## src/rtl/arb_pkg.sv

```systemverilog
// ============================================================================
// Module      : arb_pkg
// Description : Shared types and helpers for the priority_arbiter slice.
// Revision    : 1.0  initial release
// ============================================================================
`default_nettype none

package arb_pkg;

    localparam int MAX_N     = 16;
    localparam int MAX_IDX_W = 4;

    typedef enum logic [0:0] {
        IDLE = 1'b0,
        BUSY = 1'b1
    } arb_state_t;

    // Operand must be one-hot or zero; OR-ing indices keeps the logic flat.
    function automatic logic [MAX_IDX_W-1:0] onehot_to_idx(input logic [MAX_N-1:0] oh);
        logic [MAX_IDX_W-1:0] idx;
        idx = '0;
        for (int i = 0; i < MAX_N; i++) begin
            if (oh[i]) idx = idx | MAX_IDX_W'(i);
        end
        return idx;
    endfunction

endpackage

`default_nettype wire

```

## src/rtl/prio_pick.sv

```systemverilog
// ============================================================================
// Module      : prio_pick
// Description : Combinational one-hot picker over (req & ~mask). Highest index
//               wins by default; with ARB_ROUND_ROBIN_EN the search starts at
//               index rot and moves upward, wrapping modulo N.
// Revision    : 1.0  initial release
// ============================================================================
`default_nettype none

module prio_pick #(
    parameter int N     = 4,
    parameter int IDX_W = $clog2(N)
) (
    input  logic [N-1:0]     req,
    input  logic [N-1:0]     mask,
    input  logic [IDX_W-1:0] rot,
    output logic [N-1:0]     grant
);

    logic [N-1:0] cand;
    assign cand = req & ~mask;

`ifdef ARB_ROUND_ROBIN_EN
    logic [N-1:0] rotated;
    logic [N-1:0] pick_rot;

    // Rotating right by rot puts the search start at bit 0, so the lowest set bit wins.
    assign rotated  = N'({cand, cand} >> rot);
    assign pick_rot = rotated & (~rotated + N'(1));
    assign grant    = N'(({pick_rot, pick_rot} << rot) >> N);
`else
    logic unused_rot;
    assign unused_rot = ^rot;

    always_comb begin
        grant = '0;
        for (int i = 0; i < N; i++) begin
            if (cand[i]) grant = N'(1) << i;
        end
    end
`endif

endmodule

`default_nettype wire

```

## src/rtl/priority_arbiter.sv

```systemverilog
// ============================================================================
// Module      : priority_arbiter
// Description : Registered N-way arbiter with hold timeout. Fixed priority
//               (highest index) by default; define ARB_ROUND_ROBIN_EN for
//               round-robin selection.
// Revision    : 1.0  initial release
// ============================================================================
`default_nettype none

module priority_arbiter
    import arb_pkg::*;
#(
    parameter int N        = 4,
    parameter int MAX_HOLD = 8
) (
    input  logic                 clk,
    input  logic                 reset,
    input  logic [N-1:0]         req,
    output logic [N-1:0]         grant,
    output logic                 grant_vld,
    output logic [$clog2(N)-1:0] owner_id
);

    localparam int         IDX_W      = $clog2(N);
    localparam bit         TIMEOUT_EN = (MAX_HOLD != 0);
    localparam logic [7:0] HOLD_LAST  = (MAX_HOLD == 0) ? 8'd255 : 8'(MAX_HOLD - 1);

    arb_state_t           state;
    logic [7:0]           hold_cnt;
    logic                 release_own;
    logic                 timeout;
    logic                 take_new;
    logic                 go_idle;
    logic [N-1:0]         pick_mask;
    logic [N-1:0]         win;
    logic [MAX_N-1:0]     win_ext;
    logic [MAX_IDX_W-1:0] win_idx_full;
    logic [IDX_W-1:0]     win_idx;
    logic [IDX_W-1:0]     rot;
    logic                 unused_idx_hi;

    // grant is the owner's one-hot, so it doubles as the owner mask.
    assign release_own = ~|(req & grant);
    assign timeout     = TIMEOUT_EN && (hold_cnt == HOLD_LAST) && |(req & ~grant);
    assign pick_mask   = release_own ? '0 : grant;

    assign take_new = (|win) && ((state == IDLE) || release_own || timeout);
    assign go_idle  = (state == BUSY) && release_own && !(|win);

    always_comb begin
        win_ext        = '0;
        win_ext[N-1:0] = win;
    end

    assign win_idx_full  = onehot_to_idx(win_ext);
    assign win_idx       = win_idx_full[IDX_W-1:0];
    assign unused_idx_hi = ^win_idx_full;

`ifdef ARB_ROUND_ROBIN_EN
    logic [IDX_W-1:0] last_owner;
    assign rot = (last_owner == IDX_W'(N - 1)) ? '0 : last_owner + IDX_W'(1);
`else
    assign rot = '0;
`endif

    prio_pick #(
        .N     (N),
        .IDX_W (IDX_W)
    ) u_pick (
        .req   (req),
        .mask  (pick_mask),
        .rot   (rot),
        .grant (win)
    );

    always_ff @(posedge clk or posedge reset) begin
        if (reset) begin
            state      <= IDLE;
            grant      <= '0;
            grant_vld  <= 1'b0;
            owner_id   <= '0;
            hold_cnt   <= '0;
`ifdef ARB_ROUND_ROBIN_EN
            last_owner <= IDX_W'(N - 1);
`endif
        end else if (take_new) begin
            state      <= BUSY;
            grant      <= win;
            grant_vld  <= 1'b1;
            owner_id   <= win_idx;
            hold_cnt   <= '0;
`ifdef ARB_ROUND_ROBIN_EN
            last_owner <= win_idx;
`endif
        end else if (go_idle) begin
            state     <= IDLE;
            grant     <= '0;
            grant_vld <= 1'b0;
            owner_id  <= '0;
            hold_cnt  <= '0;
        end else if ((state == BUSY) && (hold_cnt != HOLD_LAST)) begin
            // Saturating at HOLD_LAST lets a lone owner be pre-empted as soon as a rival shows up.
            hold_cnt <= hold_cnt + 8'd1;
        end
    end

endmodule

`default_nettype wire

```

## config.mk

```make
export PLATFORM = sky130hd
export DESIGN_NAME = priority_arbiter
export DESIGN_NICKNAME = d
export VERILOG_FILES = /design/src/rtl/arb_pkg.sv /design/src/rtl/prio_pick.sv /design/src/rtl/priority_arbiter.sv
export SDC_FILE = /design/constraint.sdc
export NUM_CORES = 1
export LEC_CHECK = 0
export BUFFER_PORTS_ARGS = -buffer_cell sky130_fd_sc_hd__clkbuf_2
export CORE_MARGIN = 5
export CORE_UTILIZATION = 55
export CTS_CLUSTER_SIZE = 10
export DETAILED_ROUTE_END_ITERATION = 10
export GPL_ROUTABILITY_DRIVEN = 1
export PLACE_DENSITY = 0.77
export SYNTH_ARGS = -nofsm -noshare
export SYNTH_HDL_FRONTEND = slang
export SYNTH_HIERARCHICAL = 1
export SYNTH_SLANG_ARGS = --single-unit
```

## constraint.sdc

```tcl
create_clock -name clk -period 3.2 [get_ports clk]
set_input_delay 0.16 -clock clk [delete_from_list [all_inputs] [get_ports clk]]
set_output_delay 0.16 -clock clk [all_outputs]
set_load 0.03 [all_outputs]
```

Word level (Yosys, flattened, before mapping) --
Cells that the tools add are included.
Word-level totals: register bits after elaboration 15, logic and storage cells 44
Operators by class: multiplexer cells 17, bitwise logic cells 6, eq/ne operators 2, add/sub/neg operators 1, reduce and logical (&&, ||, !) cells 14
Operators by type and width (count):
- 8-bit 2-to-1 mux | 3
- 4-bit 2-to-1 mux | 4
- 4-bit AND | 3
- 4-bit OR reduction | 3
- 2-bit 2-to-1 mux | 5
- 8-bit by 1-bit adder with 8-bit output, second input constant | 1
- 8-bit by 3-bit equality test with 1-bit output, second input constant | 1
- 8-bit by 3-bit inequality test with 1-bit output, second input constant | 1
- 4-bit NOT | 2
- 1-bit logical AND | 5
- 1-bit 2-to-1 mux | 4
- 3-bit 2-to-1 mux | 1
- 3-bit nonzero test | 1
- 1-bit zero test | 2
- 1-bit logical OR | 2
- 2-bit nonzero test | 1
- 1-bit NOT | 1

Longest topological paths before layout --
Gate-level depths: netlist of run 1.
depth in word-level cells 14, mapped depth 11, mapped depth without buffers 10

By module --
Netlist of run 1, hierarchy kept.
Modules (own cells, without submodules):
- priority_arbiter | cells each 93, seq. area each 375.4 µm², area each 858.3 µm², times used 1
- prio_pick | cells each 7, seq. area each 0.0 µm², area each 77.6 µm², times used 1

Least setup slack after synthesis of run 1 --
No wires, ideal clock.
kind register -> register, start point register grant[2], end point register owner_id[0], setup slack 225 ps, setup time 80 ps, required time 3120 ps, data arrival time 2895 ps, stages on the path, launching flop included 12, clock period less this slack 2975 ps, cells stage by stage dfrtp_1 -> a22oi_1 -> nand2_1 -> clkbuf_1 -> and2_1 -> nor2b_4 -> and2b_2 -> nor4_1 -> nor2_1 -> a31oi_1 -> o21ai_2 -> a2bb2oi_1
On the way: elaborated cells between the ends (all ways) 26
RTL lines:
- from (decl) | line priority_arbiter.sv:19 | output logic [N-1:0] grant,
- from (signal assigned) | line priority_arbiter.sv:88 | grant <= win;
- 4-bit AND (*) | line priority_arbiter.sv:43 | assign release_own = ~|(req & grant);
- 4-bit OR reduction (*) | line priority_arbiter.sv:43
- 4-bit 2-to-1 mux (*) | line priority_arbiter.sv:45 | assign pick_mask = release_own ? '0 : grant;
- named net pick_mask[3] | line priority_arbiter.sv:34 | logic [N-1:0] pick_mask;
- 4-bit NOT (*) | line prio_pick.sv:21 | assign cand = req & ~mask;
- 4-bit AND (*) | line prio_pick.sv:21
- 4-bit 2-to-1 mux (*) | line prio_pick.sv:38 | if (cand[i]) grant = N'(1) << i;
- named net win[3] | line priority_arbiter.sv:35 | logic [N-1:0] win;
- 4-bit OR reduction | line priority_arbiter.sv:47, priority_arbiter.sv:48
- 1-bit zero test | line priority_arbiter.sv:48 | assign go_idle = (state == BUSY) && release_own && !(|win);
- 1-bit logical AND | line priority_arbiter.sv:48
- 2-bit nonzero test (no source line)
- to (signal assigned) | line priority_arbiter.sv:90 | owner_id <= win_idx;
- to (decl) | line priority_arbiter.sv:21 | output logic [$clog2(N)-1:0] owner_id
Mark *: on every way through the listed nets, which the timed path passes. The rest lies on a longest branch. A chain may end at the register's enable or synchronous reset.

Worst setup path in the final report of run 1 --
Same ends and word-level chain as after synthesis.

==> results.py, run 1 <==
metrics = {
    "clocking": {
        "cts_tree": "done",
        "cts_resized": 0,
        "clk_pin_slew_ps": 110,
        "cts.sinks": 15,
        "clock_latency_ps": 300,
        "htree_levels": 1,
        "clk_path_buf_depth": 2,
        "root_buffer": "clkbuf_4",
        "numCtsBuffers": 3,
    },
    "power": {
        "power.leakage_nw": 0.5187,
        "total_power_mw": 0.8545,
        "p_per_area_mw_per_mm2": 803.4,
        "vdd_ir_drop_max_uv": 555.5,
    },
    "finish": {
        "stdcell_count": 132,
        "drive_gt1_share_pct": 25.00,
        "fin_util_pct": 68.22,
        "area_growth_pct": 14.09,
        "nets": 124,
        "final_common_cell": "dfrtp_1",
        "antenna_cells": 0,
        "most-common-layout-cells": "15 x dfrtp_1, 12 x clkbuf_2, 10 x inv_1, 10 x nand2_1, 9 x nor2_1",
    },
    "timing": {
        "fin_crit_sh_pct": 83.60,
        "fmax_ghz": 0.3738,
        "tightest_slew_ps": 550.9,
        "period_needed_ps": 2675,
        "rsz0062_at_grt": "false",
        "final-setup-viol-count": 0,
        "maxSlewHeadroom_pct": 63.23,
        "slew_violations": 0,
        "setup-tns-final_ps": 0,
        "hold_viol": 0,
        "fin_skew_ps": 18.03,
    },
    "setup_path": {
        "arrival_ps": 2890,
        "ff2ff_path_depth": 11,
        "cp-end-kind": "flop",
        "critPathMaxFanout": 9,
        "startpoint_type": "flop",
        "path_class": "reg -> reg",
        "cp_data_required_time_ps": 3420,
    },
    "floorplanning": {
        "die_area_mm2": 0.002618,
        "core_mm2": 0.001559,
        "die_x_um": 51.17,
        "io_pins": 13,
        "start_util_pct": 59.79,
        "chipHeight_um": 51.17,
        "rows": 14,
    },
    "drt": {
        "first_iter_violations": 29,
        "route.detailed.drc": 0,
        "vias": 796,
        "antenna_left": 0,
        "wl_per_cell_um": 14.18,
        "drt-pass1-iter-count": 4,
        "vias_per_cell": 6.030,
        "wirelength_mm": 1.872,
    },
    "synth": {
        "synth.avg_cell_area_um2": 9.416,
        "syn_nets": 106,
        "synth_area_um2": 932.1,
        "synth_warnings": 6,
        "synth_cells": 99,
    },
    "global_route": {
        "overflow": 0,
        "grt_max_degree": 19,
        "track_usage_pct": 16.36,
        "grt_pass1_wl_mm": 3.270,
        "grt_pass1_vias": 749,
        "antenna_found_initial": 0,
    },
    "placed_design": {
        "place_inst": 127,
        "dpl.hpwl_mm": 1.410,
        "io_buffers": 12,
        "gp_congestion": 0.8393,
    },
    "status": {
        "status": "finished clean",
    },
    "min_path": {
        "min_path_type": "in -> reg",
        "hold_depth": 3,
    },
    "flow_run": {
        "maxCapViolCount": 0,
    },
}
-- metal layers --
layer	global-route usage, %	up-vias	wire length, µm
li1	-	388	-
met1	22.94	381	942
met2	25.11	22	804
met3	2.616	5	92
met4	6.726	0	34
met5	0	-	0
-- final timing paths --
kind	start	to	slack (ps)
max in group asynchronous	reset	owner_id[0]	2410
worst max-delay path	grant[2]	owner_id[0]	520
worst min register to register	owner_id[0]	owner_id[0]	550
min in group asynchronous	reset	hold_cnt[0]	410
worst min-delay path	req[1]	grant[0]	330
worst max register to register	grant[2]	owner_id[0]	520
-- through the flow --
step | area (µm²) | hold WS, ps | setup WS (ps)
after floorplan | 932.1 | 61.48 | 225.1
after global placement | 1023 | 211.5 | 665.1
after detailed placement | 1023 | 225.7 | 600.6
after CTS | 1064 | 337.1 | 533.2
after global routing | 1064 | 366.0 | 289.8
final | 1064 | 332.1 | 524.7
-- report_power, final --
part / leakage [nW] / internal [mW] / switching (mW) / total (mW)
combinational: 0.308 / 0.167 / 0.269 / 0.436
sequential: 0.196 / 0.237 / 0.0637 / 0.301
clock: 0.0139 / 0.0477 / 0.0694 / 0.117
total: 0.519 / 0.452 / 0.402 / 0.854
-- timing repair --
action | CTS | global route
hold endpoints to repair | 15 | 0
buffers inserted | 0 | 0
hold buffers | 1 | 0
-- final cells by class --
type	count	area (µm²)
multi-input combinational	71	508.0
fill	118	495.5
sequential	15	375.4
timing repair buffer	16	92.59
inverter	10	37.54
clock buffer	3	22.52
tap	16	20.02
clock inverter	1	7.507
-- flip-flops by register name (all words and copies together), names as in the netlist --
register / count
grant: 4
hold_cnt: 8
owner_id: 2
state: 1
-- critical path, stage by stage, from the launching register on --
cell,delay (ps)
dfrtp_1,430
a22oi_1,280
nand2_1,120
and2_1,200
nor2b_4,250
nor4b_1,110
buf_4,160
nor4_1,330
nor2_1,70
a31oi_1,270
o21ai_2,200
a2bb2oi_1,170
Power figures use the tool's default switching activity.
==> run 2, diff against run 1 <==
==> constraint.sdc (replaced) <==
create_clock -name clk -period 2.6 [get_ports clk]
set_input_delay 0.13 -clock clk [delete_from_list [all_inputs] [get_ports clk]]
set_output_delay 0.13 -clock clk [all_outputs]
set_load 0.03 [all_outputs]
==> results.py, run 2 (same netlist as run 1, synthesis figures left out) <==
metrics = {
    "placed_design": {
        "place_area_mm2": 0.001070,
        "dpl.hpwl_mm": 1.391,
        "io_buffers": 12,
        "gp_congestion": 0.8579,
        "place_ws_ps": 196.5,
    },
    "global_route": {
        "track_usage_pct": 16.97,
        "grt_pass1_vias": 708,
        "overflow": 0,
        "antenna_found_initial": 0,
        "grt_max_degree": 19,
        "grt_pass1_wl_mm": 3.256,
    },
    "clocking": {
        "clk_path_buf_depth": 2,
        "cts_tree": "done",
        "numCtsBuffers": 3,
        "root_buffer": "clkbuf_4",
        "clk_pin_slew_ps": 100,
        "cts.sinks": 15,
        "clock_latency_ps": 300,
        "htree_levels": 1,
    },
    "finish": {
        "n_fill_cell": 121,
        "top_register": "hold_cnt",
        "nets": 125,
        "antenna_cells": 0,
        "final_cell_area_mm2": 0.001122,
        "fin_util_pct": 71.99,
        "final_common_cell": "clkbuf_2",
        "area_growth_pct": 20.40,
        "largest_reg_flops": 8,
        "drive_gt1_share_pct": 34.19,
        "reg_top3": "hold_cnt x8, grant x4, owner_id x2",
        "most-common-layout-cells": "12 x clkbuf_2, 11 x dfrtp_1, 10 x inv_1, 9 x nand2_1, 9 x nor2_1",
    },
    "drt": {
        "wirelength_mm": 1.973,
        "vias": 764,
        "first_iter_violations": 24,
        "antenna_left": 0,
        "drt-pass1-iter-count": 4,
        "vias_per_cell": 5.744,
        "route.detailed.drc": 0,
        "wl_per_cell_um": 14.83,
    },
    "setup_path": {
        "cp_data_required_time_ps": 2830,
        "path_class": "reg -> reg",
        "cp-end-kind": "flop",
        "critPathMaxFanout": 5,
        "r2r_slack_ps": 150,
        "startpoint_type": "flop",
        "r2r-end": "grant[2]",
        "critPathSlowestCell": "dfrtp_2",
        "r2r-start": "grant[3]",
        "ff2ff_path_depth": 10,
        "crit_chain": "a22oi_2 -> nand2_2 -> and2_4 -> nor2b_4 -> and2b_2 -> nor4_4 -> nor2_1 -> a31oi_2 -> o21a_4 -> o22a_1",
        "cpPeakStageDelay_ps": 450,
        "arrival_ps": 2680,
    },
    "power": {
        "p_per_area_mw_per_mm2": 994.5,
        "power.leakage_nw": 0.5280,
        "p_int_mw": 0.5936,
        "vdd_ir_drop_max_uv": 654.5,
        "swShare_pct": 46.82,
        "power.switching_mw": 0.5225,
        "pwr-share-seq_pct": 34.1,
        "clkPwrFrac_pct": 12.5,
        "comb_power_share_pct": 53.5,
    },
    "floorplanning": {
        "chipHeight_um": 51.17,
        "rows": 14,
        "io_pins": 13,
        "start_util_pct": 59.79,
        "die_area_mm2": 0.002618,
        "core_mm2": 0.001559,
        "die_x_um": 51.17,
    },
    "timing": {
        "setup_slack_ps": 149.0,
        "fin_crit_sh_pct": 94.27,
        "fin_skew_ps": 12.27,
        "final-setup-viol-count": 0,
        "maxSlewHeadroom_pct": 61.71,
        "fmax_ghz": 0.4080,
        "tightest_slew_ps": 573.7,
        "slew_violations": 0,
        "hold_viol": 0,
        "period_needed_ps": 2451,
    },
    "min_path": {
        "hold_depth": 3,
        "min_to": "grant[0]",
        "min_path_type": "in -> reg",
        "hp-start": "req[1]",
    },
    "status": {
        "status": "finished clean",
    },
    "flow_run": {
        "maxCapViolCount": 0,
    },
}
run 2: timing repair:
| item | 4_1_cts | 5_1_grt |
|---|---|---|
| setup endpoints to repair | 0 | 10 |
| hold endpoints to repair | 15 | 0 |
| buffers inserted | 0 | 0 |
| gates resized for setup | 0 | 3 |
| hold buffers | 1 | 0 |
run 2: layout make-up:
class / instances / area, µm² / share of cell area [%]
clock buffer: 4 / 26.28 / 2.341
inverter: 10 / 37.54 / 3.344
multi-input combinational: 71 / 558.0 / 49.72
sequential: 15 / 380.4 / 33.89
tap: 16 / 20.02 / 1.784
timing repair buffer: 17 / 100.1 / 8.919
run 2: worst max path at each step:
stage              from          end  slack [ps]
6_report       grant[3]     grant[2]         150
5_1_grt        grant[2]     grant[2]          -8
4_1_cts        grant[2]  owner_id[0]         160
3_5_place_dp   grant[2]  hold_cnt[1]         200
3_3_place_gp   grant[2]  owner_id[0]         200
2_1_floorplan  grant[2]  owner_id[0]          -4
run 2: power by group through the flow:
stage | registers [mW] | logic, mW | clock network [mW]
3_5_place_dp | 0.385 | 0.564 | 0
4_1_cts | 0.379 | 0.570 | 0.139
5_1_grt | 0.392 | 0.646 | 0.152
6_report | 0.380 | 0.597 | 0.139
2_1_floorplan | 0.441 | 0.375 | 0
3_3_place_gp | 0.382 | 0.557 | 0
run 2: per-layer routing:
layer,track usage [%],share of wire [%]
met1,23.12,49
met2,25.32,44
met3,3.198,5.3
met4,9.417,2.2
met5,0,0
run 2: critical path, delay by kind of cell, from the launching register on:
kind	cells	cell delay, ps
AO/OA/AOI/OAI	4	840
flip-flops	1	450
AND/OR/NAND/NOR	6	1090
run 2: through the flow:
step / std cells / power (mW) / setup TNS (ps) / hold WS [ps]
after floorplan: 99 / 0.8160 / -4.177 / 31.21
after global placement: 128 / 0.9393 / 0 / 189.9
after detailed placement: 128 / 0.9495 / 0 / 191.6
after CTS: 133 / 1.088 / 0 / 320.2
after global routing: 133 / 1.190 / -9.716 / 331.8
final: 133 / 1.116 / 0 / 316.3
==> run 3, diff against run 2 <==
--- a/config.mk
+++ b/config.mk
@@ -5,13 +5,15 @@
 export SDC_FILE = /design/constraint.sdc
 export NUM_CORES = 1
 export LEC_CHECK = 0
+export ABC_AREA = 1
 export BUFFER_PORTS_ARGS = -buffer_cell sky130_fd_sc_hd__clkbuf_2
 export CORE_MARGIN = 5
 export CORE_UTILIZATION = 55
-export CTS_CLUSTER_SIZE = 10
+export CTS_CLUSTER_SIZE = 25
 export DETAILED_ROUTE_END_ITERATION = 10
 export GPL_ROUTABILITY_DRIVEN = 1
 export PLACE_DENSITY = 0.77
+export SLEW_MARGIN = 30
 export SYNTH_ARGS = -nofsm -noshare
 export SYNTH_HDL_FRONTEND = slang
 export SYNTH_HIERARCHICAL = 1
==> results.py, run 3 <==
metrics = {
    "status": {
        "status": "finished clean",
    },
    "setup_path": {
        "cp-end-kind": "flop",
        "critPathSlowestCell": "dfrtp_1",
        "ff2ff_path_depth": 14,
        "critPathMaxFanout": 8,
        "crit_chain": "nand2_1 -> nand2_1 -> nor2_2 -> nor2_1 -> inv_1 -> nand2_2 -> inv_1 -> nor2_1 -> nor2_1 -> nand2_1 -> inv_1 -> nand3_4 -> nand2_8 -> nor2_2",
        "cpPeakStageDelay_ps": 430,
        "path_class": "reg -> reg",
        "r2r_slack_ps": 470,
        "startpoint_type": "flop",
        "cp_data_required_time_ps": 2780,
        "arrival_ps": 2310,
    },
    "floorplanning": {
        "die_area_mm2": 0.002739,
        "io_pins": 13,
        "core_mm2": 0.001708,
        "rows": 15,
        "start_util_pct": 57.73,
        "chipHeight_um": 52.34,
        "die_x_um": 52.34,
    },
    "clocking": {
        "cts.sinks": 15,
        "clk_path_buf_depth": 2,
        "post_cts_buffers": 0,
        "numCtsBuffers": 3,
        "htree_levels": 1,
        "clk_pin_slew_ps": 90,
        "cts_tree": "done",
        "clock_latency_ps": 280,
        "root_buffer": "clkbuf_4",
    },
    "drt": {
        "vias": 845,
        "wirelength_mm": 1.900,
        "wl_per_cell_um": 10.98,
        "drt-pass1-iter-count": 4,
        "antenna_left": 0,
        "vias_per_cell": 4.884,
        "route.detailed.drc": 0,
        "first_iter_violations": 21,
    },
    "synth": {
        "syn_nets": 138,
        "synth_cells": 131,
        "synth_area_um2": 985.9,
        "synth_warnings": 6,
        "synth.avg_cell_area_um2": 7.526,
    },
    "timing": {
        "fin_skew_ps": 5.418,
        "setup-tns-final_ps": 0,
        "maxSlewHeadroom_pct": 61.70,
        "rsz0062_at_grt": "false",
        "final-setup-viol-count": 0,
        "fmax_ghz": 0.4685,
        "fin_crit_sh_pct": 82.09,
        "slew_violations": 0,
        "fin_hold_ws_ps": 236.4,
        "setup_slack_ps": 465.6,
        "tightest_slew_ps": 573.9,
        "hold_viol": 0,
        "period_needed_ps": 2134,
    },
    "placed_design": {
        "place_inst": 168,
        "gp_congestion": 0.8491,
        "io_buffers": 12,
        "dpl.hpwl_mm": 1.484,
        "place_ws_ps": 489.1,
        "place_area_mm2": 0.001077,
    },
    "finish": {
        "antenna_cells": 0,
        "most-common-layout-cells": "38 x nand2_1, 20 x inv_1, 15 x dfrtp_1, 12 x nor2_1, 12 x clkbuf_2",
        "seq_area_um2": 375.4,
        "drive_gt1_share_pct": 25.00,
        "final_cell_area_mm2": 0.001115,
        "final_common_cell": "nand2_1",
        "largest_reg_flops": 8,
        "area_growth_pct": 13.07,
        "n_fill_cell": 149,
        "multi_input_area_um2": 535.5,
        "top_register": "hold_cnt",
        "fin_util_pct": 65.27,
        "stdcell_count": 173,
        "reg_top3": "hold_cnt x8, grant x4, owner_id x2",
        "nets": 156,
    },
    "power": {
        "power.switching_mw": 0.5793,
        "p_int_mw": 0.5412,
        "pwr-share-seq_pct": 31.8,
        "power.leakage_nw": 0.5775,
        "total_power_mw": 1.121,
        "p_per_area_mw_per_mm2": 1005,
        "clkPwrFrac_pct": 12.1,
        "swShare_pct": 51.70,
        "vdd_ir_drop_max_uv": 654.1,
        "comb_power_share_pct": 56.1,
    },
    "global_route": {
        "grt_pass1_wl_mm": 3.215,
        "grt_pass1_vias": 741,
        "track_usage_pct": 15.75,
        "antenna_found_initial": 0,
        "overflow": 0,
        "grt_max_degree": 16,
    },
    "min_path": {
        "hold_depth": 5,
        "min_path_type": "in -> reg",
    },
    "flow_run": {
        "maxCapViolCount": 0,
    },
}
-- run 3: layout make-up --
class / count / area share, %
inverter: 20 / 6.734
clock inverter: 1 / 0.4489
sequential: 15 / 33.67
clock buffer: 3 / 2.020
timing repair buffer: 13 / 6.285
multi-input combinational: 96 / 48.04
tap: 25 / 2.806
-- run 3: power groups by stage --
stage | registers (mW) | logic (mW) | clock network, mW
floorplan | 0.444 | 0.407 | 0
global placement | 0.356 | 0.619 | 0
detailed placement | 0.361 | 0.631 | 0
CTS | 0.357 | 0.634 | 0.141
global route | 0.368 | 0.694 | 0.154
finish | 0.357 | 0.628 | 0.135
-- run 3: critical path: cells and delay by family (launching register included) --
family | cells | cell delay, ps
buffers and inverters | 3 | 340
AND/OR/NAND/NOR | 11 | 1250
flip-flops | 1 | 430
-- run 3: repair_timing --
action,in CTS,in global routing
hold endpoints to repair,15,0
hold buffers,1,0
gates resized for setup,0,0
-- run 3: worst paths after layout --
| check | from | end |
|---|---|---|
| max in group asynchronous | reset | grant[0] |
| min in group asynchronous | reset | hold_cnt[7] |
| min | req[2] | grant[2] |
| min reg2reg | owner_id[0] | owner_id[0] |
| max reg2reg | grant[1] | hold_cnt[6] |
| max | grant[1] | hold_cnt[6] |
-- run 3: routing by layer --
layer | routed length (µm) | vias up | GRT usage, % | part of all wire [%]
li1 | - | 437 | - | -
met1 | 900 | 378 | 21.68 | 47
met2 | 907 | 22 | 25.41 | 48
met3 | 74 | 8 | 3.704 | 3.9
met4 | 17 | 0 | 2.553 | 0.89
met5 | 0 | - | 0 | 0
